`src/rtl/ps2_pkg.sv`:
```
// ps2_pkg: shared FSM state type and scan-code prefix constants
// for the PS/2 key-event path.
package ps2_pkg;

  typedef enum logic [1:0] {
    S_IDLE   = 2'd0,
    S_POP    = 2'd1,
    S_SETTLE = 2'd2
  } ps2_state_e;

  localparam logic [7:0] PS2_BRK = 8'hF0;
  localparam logic [7:0] PS2_EXT = 8'hE0;

endpackage

```
`src/rtl/bcd_cnt2.sv`:
```
// bcd_cnt2: two-digit BCD up-counter, {tens,ones}, wraps 99 -> 00.
// Synchronous active-high reset.
module bcd_cnt2 (
  input  logic       clk,
  input  logic       rst,
  input  logic       inc,
  output logic [7:0] bcd
);

  always_ff @(posedge clk) begin
    if (rst) begin
      bcd <= 8'h00;
    end else if (inc) begin
      if (bcd[3:0] == 4'd9) begin
        bcd[3:0] <= 4'd0;
        bcd[7:4] <= (bcd[7:4] == 4'd9) ? 4'd0 : bcd[7:4] + 4'd1;
      end else begin
        bcd[3:0] <= bcd[3:0] + 4'd1;
      end
    end
  end

endmodule

```
`src/rtl/ps2_key_ctrl.sv`:
```
// ps2_key_ctrl: pops the PS/2 FIFO and turns scan codes into key events.
// Define PS2_KEY_EXT_EN to honour the E0 extended prefix.
module ps2_key_ctrl
  import ps2_pkg::*;
#(
  parameter int CNT_DIGITS = 2
) (
  input  logic                    clk,
  input  logic                    rst,
  input  logic                    ps2_ready,
  input  logic [7:0]              ps2_data,
  input  logic                    ps2_overflow,
  output logic                    nextdata_n,
  output logic                    evt_valid,
  output logic [7:0]              evt_code,
  output logic                    evt_ext,
  output logic                    evt_break,
  output logic                    evt_repeat,
  output logic                    key_down,
  output logic [7:0]              held_code,
  output logic [4*CNT_DIGITS-1:0] press_bcd,
  output logic                    ovf_err
);

  ps2_state_e state;
  logic       brk_pend;
  logic       fire;
  logic       is_brk;
  logic       is_ext;
  logic       is_key;
  logic       same_id;
  logic       new_press;
  logic       rep_hit;
  logic       rel_hit;

  // Decode straight off the FIFO head; results are registered at the pop.
  assign fire      = (state == S_IDLE) && ps2_ready;
  assign is_brk    = (ps2_data == PS2_BRK);
  assign is_ext    = (ps2_data == PS2_EXT);
  assign is_key    = fire && !is_brk && !is_ext;
  assign new_press = is_key && !brk_pend && !same_id;
  assign rep_hit   = is_key && !brk_pend && same_id;
  assign rel_hit   = is_key && brk_pend && same_id;

  always_ff @(posedge clk) begin
    if (rst) begin
      state      <= S_IDLE;
      nextdata_n <= 1'b1;
      evt_valid  <= 1'b0;
      evt_code   <= 8'h00;
      evt_break  <= 1'b0;
      evt_repeat <= 1'b0;
      key_down   <= 1'b0;
      held_code  <= 8'h00;
      brk_pend   <= 1'b0;
      ovf_err    <= 1'b0;
    end else begin
      evt_valid <= 1'b0;
      if (ps2_overflow) ovf_err <= 1'b1;

      case (state)
        S_IDLE: begin
          if (ps2_ready) begin
            state      <= S_POP;
            nextdata_n <= 1'b0;
          end
        end
        S_POP: begin
          state      <= S_SETTLE;
          nextdata_n <= 1'b1;
        end
        default: begin
          state      <= S_IDLE;
          nextdata_n <= 1'b1;
        end
      endcase

      if (fire && is_brk) brk_pend <= 1'b1;

      if (is_key) begin
        brk_pend   <= 1'b0;
        evt_valid  <= 1'b1;
        evt_code   <= ps2_data;
        evt_break  <= brk_pend;
        evt_repeat <= rep_hit;
      end

      unique case (1'b1)
        new_press: begin
          key_down  <= 1'b1;
          held_code <= ps2_data;
        end
        rel_hit: key_down <= 1'b0;
        default: ;
      endcase
    end
  end

`ifdef PS2_KEY_EXT_EN
  logic ext_pend;
  logic held_ext;

  assign same_id = key_down && (held_code == ps2_data)
                && (held_ext == ext_pend);

  always_ff @(posedge clk) begin
    if (rst) begin
      ext_pend <= 1'b0;
      held_ext <= 1'b0;
      evt_ext  <= 1'b0;
    end else begin
      if (fire && is_ext) ext_pend <= 1'b1;
      if (is_key) begin
        ext_pend <= 1'b0;
        evt_ext  <= ext_pend;
      end
      if (new_press) held_ext <= ext_pend;
    end
  end
`else
  // E0 is popped but otherwise invisible; identity is the code alone.
  assign same_id = key_down && (held_code == ps2_data);
  assign evt_ext = 1'b0;
`endif

  bcd_cnt2 u_cnt (
    .clk (clk),
    .rst (rst),
    .inc (new_press),
    .bcd (press_bcd)
  );

endmodule
```
`config.mk`:
```
export PLATFORM = sky130hd
export DESIGN_NAME = ps2_key_ctrl
export DESIGN_NICKNAME = d
export VERILOG_FILES = /design/src/rtl/ps2_pkg.sv /design/src/rtl/bcd_cnt2.sv /design/src/rtl/ps2_key_ctrl.sv
export SDC_FILE = /design/constraint.sdc
export NUM_CORES = 1
export LEC_CHECK = 0
export CORE_MARGIN = 3
export CORE_UTILIZATION = 46
export CTS_CLUSTER_DIAMETER = 100
export DETAILED_ROUTE_END_ITERATION = 8
export PLACE_DENSITY = 0.89
export SKIP_CTS_REPAIR_TIMING = 1
export SLEW_MARGIN = 20
export SYNTH_ARGS = -nofsm -noshare
export SYNTH_HDL_FRONTEND = slang
export SYNTH_SLANG_ARGS = --single-unit
```
`constraint.sdc`:
```
create_clock -name clk -period 2.15 [get_ports clk]
set_input_delay 0.645 -clock clk [delete_from_list [all_inputs] [get_ports clk]]
set_output_delay 0.645 -clock clk [all_outputs]
set_load 0.01 [all_outputs]
```
==> metrics.txt, run 1 <==
outcome=finished with violations; failing checks=setup timing; FFs w/ async S/R, synth=0%; cell count after synthesis=around 160; CTS Buf Count=5; clk_lat worst skew=0.34 ns; final hold vios=0; sequential fraction of the synthesis area=~46%; input/output buffers=41; Sequential Area=approximately 660 µm²; Synth cell types=36; r2r setup slk=0.38 ns; Worst slew margin=around 66%; H-tree levels=2; Crit Path Max Fanout=5; drt first pass iters=4; Synth-to-Final Area Change=47.1%; R2R cell count=7; GP Congestion=between 0.7 and 0.8; # DRC=0; Die Y=61.9 µm; antenna fix cells=0; Hold/Removal Path Class=reg2reg; Non-Filler Instances=between 200 and 300; FMAX=roughly 460 MHz; Worst Hold Endpoint=evt_code[3]; Clock Sinks=33; hold path startpoint=evt_code[3]; dpl ws=-0.412 ns; Vias/cell=a little over 5; LEAKAGE=between 0.8 and 0.9 nW; Max clock buf depth=2; die area=3840 µm²; PwrDens=about 600 nW/µm²; vias in the first global route=1326; Avg Inst Size Synth=around 9.3 µm²; setup violators final=2; worst r2r src=held_code[4]; main flop type after synthesis=dfxtp_1; Die X-Extent=slightly above 60 µm; Arr. time, crit path=~2.4 ns; Setup TNS Final=-0.0506 ns; Cells after DPL=around 250; DR WL/cell=14.5 µm; RSZ-0062 raised after global routing=true; Post-synth EDFFs=0; final worst setup slack=-0.0258 ns; Std-Cell Rows=19; core footprint=between 2000 and 3000 µm²; Mapped Nets=approximately 170; crit path kind=in2reg; synthesized area=1440 µm²; Pins Over Slew Limit=0; CP required=~2.4 ns; GRT Total Usage=between 20% and 30%; post-layout minimum cycle time=2.18 ns; Initial Utilization=approximately half; Worst-Margin Slew=between 0.5 and 0.6 ns; max cap viols=0; DR vias=between 1000 and 1500; Setup Skew=a little under 0.007 ns; initial antenna violation count=0; grt total ovfl=0; largest net degree at the start of global routing=16; reg2reg end=held_code[2]; clk slew on worst S/H paths=roughly 0.090 ns; # fillers=between 200 and 250; Max rail drop VDD=0.000620 V; Worst setup EP type=flop; Yosys reg bits=33; CTS root buffer=clkbuf_4; DRT Wirelength=~3700 µm; global-route wire length before repair=between 5000 and 6000 µm; remaining antenna violation count=0; cell depth of the worst hold path=2; drt initial violations=40; CTS tree=yes; IO Count=between 40 and 50; DP HPWL=2660 µm; crit start category=input pin; Multi-input gate area=747 µm²; ratio of cells with drive above 1 in the final layout=about 16%; Tcrit/Tclk final=101%; fin nets=around 230; Warnings, synthesis=0
==> cells in the final DEF, fill, tap and decap left out, types with 3 or more instances in the layout <==
| master | count |
|---|---|
| xnor2_1 | 8 |
| nor3_1 | 4 |
| nand2b_1 | 3 |
| a21oi_1 | 9 |
| clkdlybuf4s50_1 | 36 |
| nand2_1 | 11 |
| inv_1 | 7 |
| dlymetal6s2s_1 | 5 |
| clkbuf_1 | 3 |
| mux2i_1 | 14 |
| clkbuf_4 | 5 |
| dfxtp_1 | 33 |
| buf_4 | 17 |
| nor2_1 | 24 |
| nor2b_1 | 3 |
==> flip-flops by register name, summed over array words and instances (netlist names) <==
register	count
brk_pend	1
ovf_err	1
nextdata_n	1
key_down	1
evt_break	1
evt_code	8
u_cnt.bcd	8
evt_repeat	1
state	2
evt_valid	1
held_code	8
==> area by class of cell <==
type / count / area share, %
multi-input cells: 108 / 35.3
flip-flops and latches: 33 / 31.2
repair buffers: 60 / 27.5
well taps: 42 / 2.48
clock buffers: 8 / 2.30
inverters: 7 / 1.24
==> metrics by stage <==
step                util, %  instance area [µm²]  power [mW]  hold WS, ns
CTS                    71.6                 2060        1.28        0.470
finish                 73.6                 2120        1.28        0.472
floorplan                 -                 1440       0.813        0.479
global placement       69.9                 2010       0.943        0.444
detailed placement     69.9                 2010       0.953        0.457
global route           73.6                 2120        1.36        0.508
==> worst max-delay path, cell delays in order <==
cell and delay [ns]:
clkdlybuf4s50_1 0.47, nor3b_4 0.29, o211a_4 0.25, o31ai_4 0.11
buf_6 0.14, or4_1 0.39, a21oi_1 0.13
==> layer usage <==
metal,global-route usage (%),routed length (µm),vias up
li1,-,-,645
met1,21.7,1440,629
met2,36.5,1980,47
met3,8.68,246,7
met4,7.88,78,0
met5,0,0,-
==> cell usage after synthesis, drive strengths merged (2+ instances only) <==
cell type,n,area [µm²]
clkbuf,4,15.0
nor2b,3,18.8
a21oi,9,45.0
o31ai,3,36.3
nand2,12,45.0
mux2,2,22.5
nor3,4,20.0
o311ai,3,26.3
nand3,2,10.0
xnor2,9,78.8
nand2b,3,18.8
nor3b,2,26.3
mux2i,14,140
o21ai,3,18.8
or4,2,15.0
inv,7,26.3
dfxtp,33,661
buf,3,23.8
nor2,24,90.1
and2,2,12.5
==> cells by family (layout without fill, tap and decap cells) <==
group,count (synthesis),in the layout,synth area share (%)
XOR/XNOR,9,9,5.48
multiplexers,16,16,11.3
AND/OR/NAND/NOR,60,60,21.0
flip-flops,33,33,45.9
other,1,1,0.261
buffers and inverters,14,75,4.52
AO/OA/AOI/OAI,22,22,11.6
==> where the power goes <==
part	switching [mW]	internal [mW]	total (mW)
Combinational	0.131	0.153	0.284
Clock	0.194	0.130	0.324
Sequential	0.0275	0.644	0.672
==> worst max path at each step <==
stage / start / end / slack [ns] / cells after the start
finish: ps2_ready / u_cnt.bcd[2] / -0.03 / 7
global route: ps2_ready / u_cnt.bcd[2] / -0.07 / 7
CTS: ps2_data[0] / u_cnt.bcd[6] / -0.04 / 7
detailed placement: ps2_data[0] / u_cnt.bcd[6] / -0.41 / 7
global placement: ps2_data[0] / u_cnt.bcd[6] / -0.37 / 7
floorplan: ps2_ready / u_cnt.bcd[4] / 0.16 / 5
Note: power is estimated with default switching activity, not from simulation.
==> run 2: changes to the inputs <==
--- a/config.mk
+++ b/config.mk
@@ -6,10 +6,11 @@
 export NUM_CORES = 1
 export LEC_CHECK = 0
 export CORE_MARGIN = 3
-export CORE_UTILIZATION = 46
+export CORE_UTILIZATION = 25
 export CTS_CLUSTER_DIAMETER = 100
 export DETAILED_ROUTE_END_ITERATION = 8
-export PLACE_DENSITY = 0.89
+export PLACE_DENSITY = 0.59
+export REMOVE_ABC_BUFFERS = 1
 export SKIP_CTS_REPAIR_TIMING = 1
 export SLEW_MARGIN = 20
 export SYNTH_ARGS = -nofsm -noshare
==> metrics.txt, run 2 (synthesis results as in run 1) <==
outcome=completed; Initial Utilization=27.0% (-23 points); WP depth=1 (-6); crit start category=flop; Tcrit/Tclk final=91.4% (-9.8 points); Worst Hold Endpoint=evt_code[2]; dpl ws=-0.415 ns (-0.00273 ns); grt total ovfl=0 (unchanged); crit path kind=reg2out; DR WL/cell=11.9 µm (-18%); core footprint=5340 µm² (+85%); clock network fraction of design power=38.9% (+14 points); Vias/cell=4.39 (-15%); worst r2r src=state[0]; drt initial violations=62 (+55%); Crit Path Max Fanout=7 (+2); cell family with most CP delay=buffers and inverters; Critical-path top delay cell=clkdlybuf4s50_1; Std-Cell Rows=26 (+7); clk_lat worst skew=0.29 ns (-0.05 ns); post-layout minimum cycle time=1.97 ns (-0.210 ns); R2R cell count=7 (unchanged); Setup Skew=0.00627 ns (-0.000572 ns); antenna fix cells=0 (unchanged); top sig layer=met4; GRT Total Usage=11.0% (-9.6 points); Internal=1.18 mW (+27%); drt first pass iters=4 (unchanged); remaining antenna violation count=0 (unchanged); logic gate share of total power=18.0% (-4.2 points); Hold/Removal Path Class=reg2reg; Arr. time, crit path=1.32 ns (-1.12 ns); r2r setup slk=0.32 ns (-0.06 ns); most common cell after layout, fill and taps aside=dfxtp_1; Max clock buf depth=2 (unchanged); Sequential Area=661 µm² (unchanged); CP cell instances=clkdlybuf4s50_1; Min Hold Slack=0.463 ns (-0.00837 ns); FMAX=509 MHz (+11%); routed wl met2=1530 µm (-23%); global-route wire length before repair=5550 µm (-3.6%); # DRC=0 (unchanged); Worst setup EP type=output port; Setup TNS Final=0 ns (+0.0506 ns); hold path startpoint=evt_code[2]; CP peak stage delay=0.59 ns (+0.12 ns); DP HPWL=2380 µm (-10%); Post-DP Area=2020 µm² (+0.62%); WP buf/inv=1 (-1); max cap viols=0 (unchanged); CP required=1.50 ns (-0.92 ns); vias in the first global route=1196 (-9.8%); switching portion of total power=24.3% (-3.3 points); Final Power=1.56 mW (+22%); fin area=2240 µm² (+5.7%); cell depth of the worst hold path=2 (unchanged); input/output buffers=41 (unchanged); GP Congestion=0.751 (+1.8%); commonest non-fill, non-tap cells in the layout=dfxtp_1, clkdlybuf4s50_1, nor2_1; H-tree levels=2 (unchanged); Synth-to-Final Area Change=55.5%; final hold vios=0 (unchanged); DRT Wirelength=3390 µm (-9.4%); largest net degree at the start of global routing=35 (+19); die area=6700 µm² (+75%); DR vias=1255 (-5.5%); LEAKAGE=0.952 nW (+7.3%); metal3 WL=182 µm (-26%); Clock Sinks=33 (unchanged); fin nets=227 (unchanged); Max rail drop VDD=0.000336 V (-46%); # fillers=547 (+160%); Die X-Extent=81.9 µm (+32%); Pins Over Slew Limit=0 (unchanged); IO Count=43 (unchanged); ratio of cells with drive above 1 in the final layout=17.1% (+0.93 points); RSZ-0062 raised after global routing=false; met1 wire length=1620 µm (+13%); Die Y=81.9 µm (+32%); clk slew on worst S/H paths=0.07 ns (-0.02 ns); Largest regs=evt_code x8, held_code x8, u_cnt.bcd x8; initial antenna violation count=0 (unchanged); CTS tree=yes; reg2reg end=u_cnt.bcd[1]; sequential share of power=43.1% (-9.4 points); PwrDens=695 nW/µm² (+15%); CTS root buffer=clkbuf_8; final worst setup slack=0.184 ns (+0.210 ns); setup violators final=0 (-2); Multi-input gate area=739 µm² (-1.0%); CTS Buf Count=5 (unchanged); P_sw=0.378 mW (+7.1%)
## run 2: cell count changes in the layout (fill, tap and decap cells not counted), moves of 2 or more
| cell | previous run | this run |
|---|---|---|
| buf_4 | 17 | 13 |
| clkbuf_8 | 0 | 6 |
| clkdlybuf4s50_1 | 36 | 32 |
| clkbuf_1 | 3 | 1 |
| clkbuf_4 | 5 | 0 |
| buf_6 | 1 | 5 |
| dlymetal6s2s_1 | 5 | 9 |
## run 2: per-layer routing
metal  GRT usage, %  vias to the layer above
met4           4.98                        0
met2           16.6                       31
met3           3.73                        7
li1               -                      648
met5              0                        -
met1           14.1                      569
## run 2: worst max-delay path by stage
stage | from | end | slack, ns
finish | u_cnt.bcd[1] | press_bcd[1] | 0.18
global route | u_cnt.bcd[1] | press_bcd[1] | 0.11
CTS | ps2_ready | u_cnt.bcd[3] | -0.14
detailed placement | ps2_data[6] | u_cnt.bcd[6] | -0.42
global placement | ps2_data[6] | u_cnt.bcd[6] | -0.44
floorplan | ps2_ready | u_cnt.bcd[4] | 0.06
## run 2: metrics by stage
| stage | util (%) | cells |
|---|---|---|
| 3_3_place_gp | 37.9 | 274 |
| 3_5_place_dp | 37.9 | 274 |
| 2_1_floorplan | - | 148 |
| 5_1_grt | 41.9 | 286 |
| 4_1_cts | 40.1 | 282 |
| 6_report | 41.9 | 286 |
## run 2: power groups by stage
stage / combinational, mW / clock, mW / sequential, mW
finish: 0.280 / 0.605 / 0.670
global route: 0.305 / 0.662 / 0.675
CTS: 0.265 / 0.627 / 0.670
detailed placement: 0.263 / 0 / 0.684
global placement: 0.262 / 0 / 0.684
floorplan: 0.104 / 0 / 0.695
## run 2: cell type report
| type | count | area share [%] |
|---|---|---|
| multi-input cells | 108 | 33.1 |
| clock inverters | 1 | 1.34 |
| inverters | 7 | 1.17 |
| clock buffers | 7 | 3.86 |
| well taps | 70 | 3.91 |
| flip-flops and latches | 33 | 29.5 |
| repair buffers | 60 | 27.1 |
